===== src/rtl/axi_rd_arbiter.sv =====
// Two-requester AXI read arbiter: instruction (I) and data (D) masters share one
// AXI read port, one burst outstanding at a time, round-robin on contention.
module axi_rd_arbiter #(
  parameter logic [3:0] ID_I = 4'd0,
  parameter logic [3:0] ID_D = 4'd1
) (
  input  logic        clk,
  input  logic        rst,

  // Instruction-side requester
  input  logic [31:0] i_araddr,
  input  logic [7:0]  i_arlen,
  input  logic [2:0]  i_arsize,
  input  logic        i_arvalid,
  output logic        i_arready,
  output logic [31:0] i_rdata,
  output logic        i_rlast,
  output logic        i_rvalid,
  input  logic        i_rready,

  // Data-side requester
  input  logic [31:0] d_araddr,
  input  logic [7:0]  d_arlen,
  input  logic [2:0]  d_arsize,
  input  logic        d_arvalid,
  output logic        d_arready,
  output logic [31:0] d_rdata,
  output logic        d_rlast,
  output logic        d_rvalid,
  input  logic        d_rready,

  // Shared master read-address channel
  output logic [3:0]  m_arid,
  output logic [31:0] m_araddr,
  output logic [7:0]  m_arlen,
  output logic [2:0]  m_arsize,
  output logic        m_arvalid,
  input  logic        m_arready,

  // Shared master read-data channel
  input  logic [3:0]  m_rid,
  input  logic [31:0] m_rdata,
  input  logic        m_rlast,
  input  logic        m_rvalid,
  output logic        m_rready,

  output logic        err
);

  typedef enum logic [1:0] {
    IDLE = 2'd0,
    ADDR = 2'd1,
    DATA = 2'd2
  } state_e;

  localparam logic OWN_I = 1'b0;
  localparam logic OWN_D = 1'b1;

  state_e      state_q;
  logic        owner_q;
  logic        prev_q;
  logic [7:0]  cnt_q;
  logic        err_q;

  logic        owner_d;
  logic        in_addr;
  logic        in_data;
  logic        ar_hs;
  logic        r_hs;
  logic        beat_err;
  logic [3:0]  owner_id;

  // Round-robin pick: on a tie the side that did not win last time goes next.
  // NOTE: every signal assigned in always_comb gets a default first, otherwise
  // a path that skips the assignment infers a latch.
  always_comb begin
    owner_d = owner_q;
    if (i_arvalid && d_arvalid) begin
      owner_d = ~prev_q;
    end else if (d_arvalid) begin
      owner_d = OWN_D;
    end else if (i_arvalid) begin
      owner_d = OWN_I;
    end
  end

  assign in_addr  = (state_q == ADDR);
  assign in_data  = (state_q == DATA);
  assign owner_id = (owner_q == OWN_D) ? ID_D : ID_I;
  assign ar_hs    = in_addr && m_arready;
  assign r_hs     = in_data && m_rvalid && m_rready;

  // A beat is malformed if rlast disagrees with the remaining-beat count or
  // the returned ID is not the one we issued.
  assign beat_err = (m_rlast && (cnt_q != 8'd0))
                 || (!m_rlast && (cnt_q == 8'd0))
                 || (m_rid != owner_id);

  // NOTE: state registers use non-blocking assignments only, so every
  // register in this block sees the pre-edge value of every other one.
  always_ff @(posedge clk) begin
    if (rst) begin
      state_q <= IDLE;
      owner_q <= OWN_I;
      prev_q  <= OWN_I;
      cnt_q   <= 8'd0;
      err_q   <= 1'b0;
    end else begin
      case (state_q)
        IDLE: begin
          if (i_arvalid || d_arvalid) begin
            owner_q <= owner_d;
            state_q <= ADDR;
          end
        end
        ADDR: begin
          if (ar_hs) begin
            cnt_q   <= (owner_q == OWN_D) ? d_arlen : i_arlen;
            state_q <= DATA;
          end
        end
        DATA: begin
          if (r_hs) begin
            cnt_q <= cnt_q - 8'd1;
            if (beat_err) begin
              err_q <= 1'b1;
            end
            // Only rlast ends the burst, even if the count says otherwise.
            if (m_rlast) begin
              prev_q  <= owner_q;
              state_q <= IDLE;
            end
          end
        end
        default: state_q <= IDLE;
      endcase
    end
  end

  // Address channel: fields are forced to zero outside ADDR.
  assign m_arvalid = in_addr;
  assign m_arid    = in_addr ? owner_id : 4'd0;
  assign m_araddr  = !in_addr ? 32'd0 : ((owner_q == OWN_D) ? d_araddr : i_araddr);
  assign m_arlen   = !in_addr ? 8'd0  : ((owner_q == OWN_D) ? d_arlen  : i_arlen);
  assign m_arsize  = !in_addr ? 3'd0  : ((owner_q == OWN_D) ? d_arsize : i_arsize);
  assign i_arready = in_addr && (owner_q == OWN_I) && m_arready;
  assign d_arready = in_addr && (owner_q == OWN_D) && m_arready;

  // Data channel: only the owner sees beats, and only while in DATA.
  assign m_rready = in_data && ((owner_q == OWN_D) ? d_rready : i_rready);
  assign i_rvalid = in_data && (owner_q == OWN_I) && m_rvalid;
  assign i_rlast  = in_data && (owner_q == OWN_I) && m_rlast;
  assign i_rdata  = (in_data && (owner_q == OWN_I)) ? m_rdata : 32'd0;
  assign d_rvalid = in_data && (owner_q == OWN_D) && m_rvalid;
  assign d_rlast  = in_data && (owner_q == OWN_D) && m_rlast;
  assign d_rdata  = (in_data && (owner_q == OWN_D)) ? m_rdata : 32'd0;

  assign err = err_q;

endmodule


===== config.mk =====
export PLATFORM = sky130hd
export DESIGN_NAME = axi_rd_arbiter
export DESIGN_NICKNAME = d
export VERILOG_FILES = /design/src/rtl/axi_rd_arbiter.sv
export SDC_FILE = /design/constraint.sdc
export NUM_CORES = 1
export LEC_CHECK = 0
export CAP_MARGIN = 20
export CELL_PAD_IN_SITES_DETAIL_PLACEMENT = 1
export CELL_PAD_IN_SITES_GLOBAL_PLACEMENT = 1
export CORE_ASPECT_RATIO = 1.5
export CORE_MARGIN = 10
export CORE_UTILIZATION = 15
export CTS_CLUSTER_DIAMETER = 60
export DETAILED_ROUTE_END_ITERATION = 16
export PLACE_DENSITY_LB_ADDON = 0.12
export SKIP_LAST_GASP = 1
export SLEW_MARGIN = 10
export SYNTH_ARGS = -nofsm -noshare
export SYNTH_HDL_FRONTEND = slang
export SYNTH_SLANG_ARGS = --single-unit

===== constraint.sdc =====
create_clock -name clk -period 1.7 [get_ports clk]
set_input_delay 0.255 -clock clk [delete_from_list [all_inputs] [get_ports clk]]
set_output_delay 0.255 -clock clk [all_outputs]
set_load 0.005 [all_outputs]

==> results of run 1 <==
[registers in the layout (all words and copies together) (netlist names)]
| name | cells |
|---|---|
| cnt_q | 8 |
| owner_q | 1 |
| state_q | 2 |
| err | 1 |
| prev_q | 1 |
[final cells by class]
cell class / instances / area share [%]
Multi-Input combinational cell: 244 / 31.1
Timing Repair Buffer: 357 / 58.5
Clock buffer: 4 / 1.39
Timing Repair inverter: 2 / 0.308
Inverter: 5 / 0.551
Tap cell: 159 / 3.50
Sequential cell: 13 / 4.67
[critical path, stage by stage (launching register included)]
cell and delay (ns):
dfxtp_2 0.32, buf_4 0.13, nand2b_4 0.11, buf_12 0.18, nor2_1 0.12, clkdlybuf4s50_1 0.51
[power groups by stage]
stage / sequential [mW] / combinational (mW) / clock, mW
finish: 0.347 / 1.64 / 0.465
global route: 0.351 / 1.76 / 0.485
CTS: 0.348 / 1.49 / 0.480
detailed placement: 0.354 / 1.25 / 0
global placement: 0.352 / 1.23 / 0
floorplan: 0.348 / 0.457 / 0
[cells by family after synthesis]
kind of cell	count (synthesis)	share of synthesized area [%]
flip-flops	13	13.1
AO/OA/AOI/OAI	31	10.6
buffers and inverters	35	9.23
AND/OR/NAND/NOR	161	41.6
XOR/XNOR	1	0.443
multiplexers	46	23.5
adder cells (fa/ha/maj)	2	1.26
other	1	0.189
[worst max path at each step]
| stage | to | slack [ns] | startpoint |
|---|---|---|---|
| 4_1_cts | i_rdata[12] | -0.26 | state_q[0]$_SDFFE_PP0P_ |
| 3_5_place_dp | d_rlast | -0.15 | m_rlast |
| 3_3_place_gp | m_rready | -0.08 | d_rready |
| 6_report | m_araddr[22] | -0.19 | state_q[0]$_SDFFE_PP0P_ |
| 5_1_grt | m_araddr[22] | -0.25 | state_q[0]$_SDFFE_PP0P_ |
| 2_1_floorplan | m_araddr[0] | 0.32 | owner_q$_SDFFE_PP0P_ |
[through the flow]
step | instance area [um^2] | total power [mW] | hold WS, ns | setup TNS, ns
after global placement | 4840 | 1.58 | 0.456 | -1.47
after global routing | 5680 | 2.59 | 0.512 | -7.45
after floorplan | 1990 | 0.805 | 0.324 | 0
after detailed placement | 4840 | 1.61 | 0.479 | -1.98
final | 5680 | 2.45 | 0.483 | -3.75
after CTS | 5480 | 2.32 | 0.488 | -11.37
[cells in the final DEF, fill, tap and decap left out, drive strengths merged]
master         instances
nand4                  1
a2111oi                1
dlymetal6s2s           5
clkdlybuf4s15          2
dfxtp                 13
xor2                   1
conb                   3
and2b                  1
o41ai                  1
and4                   1
a32o                   1
a31oi                  1
mux2                   1
a32oi                  2
nor2                  64
dlygate4sd2            9
buf                  154
nor3b                  3
mux2i                 45
nor4                   2
nand2b                 3
clkinv                 1
a21oi                 12
inv                    6
clkbuf                58
o21ai                 12
and3                  67
ha                     2
nand3                  2
nor3                   6
or4                    1
nand2                 10
clkdlybuf4s50        133
o211ai                 1
[repair_timing]
| item | in CTS | in global routing |
|---|---|---|
| buffers inserted | 30 | 40 |
| pin swaps | 4 | 34 |
| endpoints found under the setup margin | 117 | 115 |
| gates resized for setup | 239 | 240 |
| cloned | 10 | 3 |
[metal layers]
metal  part of all wire [%]  GRT usage [%]  routed length (um)
met2                     56           30.8                8980
met3                    6.8           3.99                1090
met5                      0              0                   0
met1                     35           15.0                5610
met4                    1.4           3.26                 217
==> results.cfg, run 1 <==
[outcome]
status = finished, violations left
violations = negative setup slack

[global_route]
grt_pass1_wl_um = 22400
grt_antenna_before_repair = 0
track_usage_pct = 15.4
gr-total-overflow = 0
grt_pass1_vias = 3581
grt_max_degree = 25

[drt]
route.detailed.drc = 0
first_pass_iters = 4
wl_per_cell_um = 20.3
vias_per_cell = 4.47
routed_wirelength_um = 15900
final_antenna_net_count = 0
drt_iter0_markers = 85
num_vias = 3503

[sta]
fin_skew_ns = 0.00184
setup_viol = 53
finalCriticalPeriod_ns = 1.89
rsz0062_at_grt = yes
finalHoldViolations = 0
period_share_pct = 111
max_freq_ghz = 0.529
fin_ws_ns = -0.190
maxSlewViolCount = 0

[cts]
cts_hold_buf = 0
clkSinkCount = 13
cts_buffers = 3
root_buffer = clkbuf_16
clk_pin_slew_worst_paths_ns = 0.05
clk_latency_ns = 0.25
cts_buffer_depth = 2
cts_tree = built
htree_levels = 1

[placed_design]
gp_congestion = 0.774
port_buffers = 247
hpwl_um = 11700
dp_slack_ns = -0.148
post-place-cells = 705

[logic_synthesis]
synth-edff-count = 0
ys.flop_type = dfxtp_1
syn-cell-area_um2 = 1980
synth-async-reset-ratio_pct = 0
syn_inst = 290
yosys.area.top_type = mux2i_1
synth_most_common_cell = and3_1
yosys_warnings = 0
avgSynthCellArea_um2 = 6.83
synth.ff_latch_count = 13
synthTopCellsByArea = mux2i_1, and3_1, dfxtp_1
ys_seq_area_share_pct = 13.1
synth_top_cells_by_count = and3_1, nor2_1, mux2i_1, clkbuf_1, dfxtp_1
synth_top_area_share_pct = 22.8
ys_types = 36

[power_and_ir_drop]
switching_power_uw = 806
power_frac_comb_pct = 66.9
clock_power_share_pct = 19.0
swShare_pct = 32.9
vdd_drop_max_v = 0.000369
power-per-cell-area_nw_per_um2 = 431
seqPwrFrac_pct = 14.2
internal_power_mw = 1.65
leakage_nw = 2.83

[worst_setup_path]
cp.arrival_ns = 1.64
worstSetupPathType = flop to primary output
r2r_start = state_q[0]$_SDFFE_PP0P_
startpoint_type = flop
rr_worst_depth = 10
end_kind = primary output
rr_endpoint = cnt_q[5]$_SDFFE_PP0P_
path_max_fanout = 22
cp.required_ns = 1.44
ff2ff_setup_slack_ns = -0.15

[die]
die_h_um = 161
start_util_pct = 15.3
core-area_um2 = 13000
rows = 51
fp.dieW_um = 114
num_io_pins = 251
die_area_um2 = 18300

[layout]
syn2layout_area_growth_pct = 187
fin_util_pct = 43.9
n_fill_cell = 1544
multi_input_area_um2 = 1770
diodes = 0
layout-drive-gt1-share_pct = 41.9
stdcell_count = 784
final_nets = 759
seqCellArea_um2 = 265

[hold_path]
hold_end = err$_SDFFE_PP0P_
hold_path_class = flop to flop
min-delay-start = err$_SDFFE_PP0P_
whs_path_depth = 2

[flow_run]
drv_cap = 0
(Power assumes the default switching activity.)
==> run 2: changes to the inputs <==
--- a/config.mk
+++ b/config.mk
@@ -12,6 +12,7 @@
 export CORE_MARGIN = 10
 export CORE_UTILIZATION = 15
 export CTS_CLUSTER_DIAMETER = 60
+export CTS_CLUSTER_SIZE = 12
 export DETAILED_ROUTE_END_ITERATION = 16
 export PLACE_DENSITY_LB_ADDON = 0.12
 export SKIP_LAST_GASP = 1
==> results of run 2 <==
Final layout, timing and power as in run 1 (identical DEF).
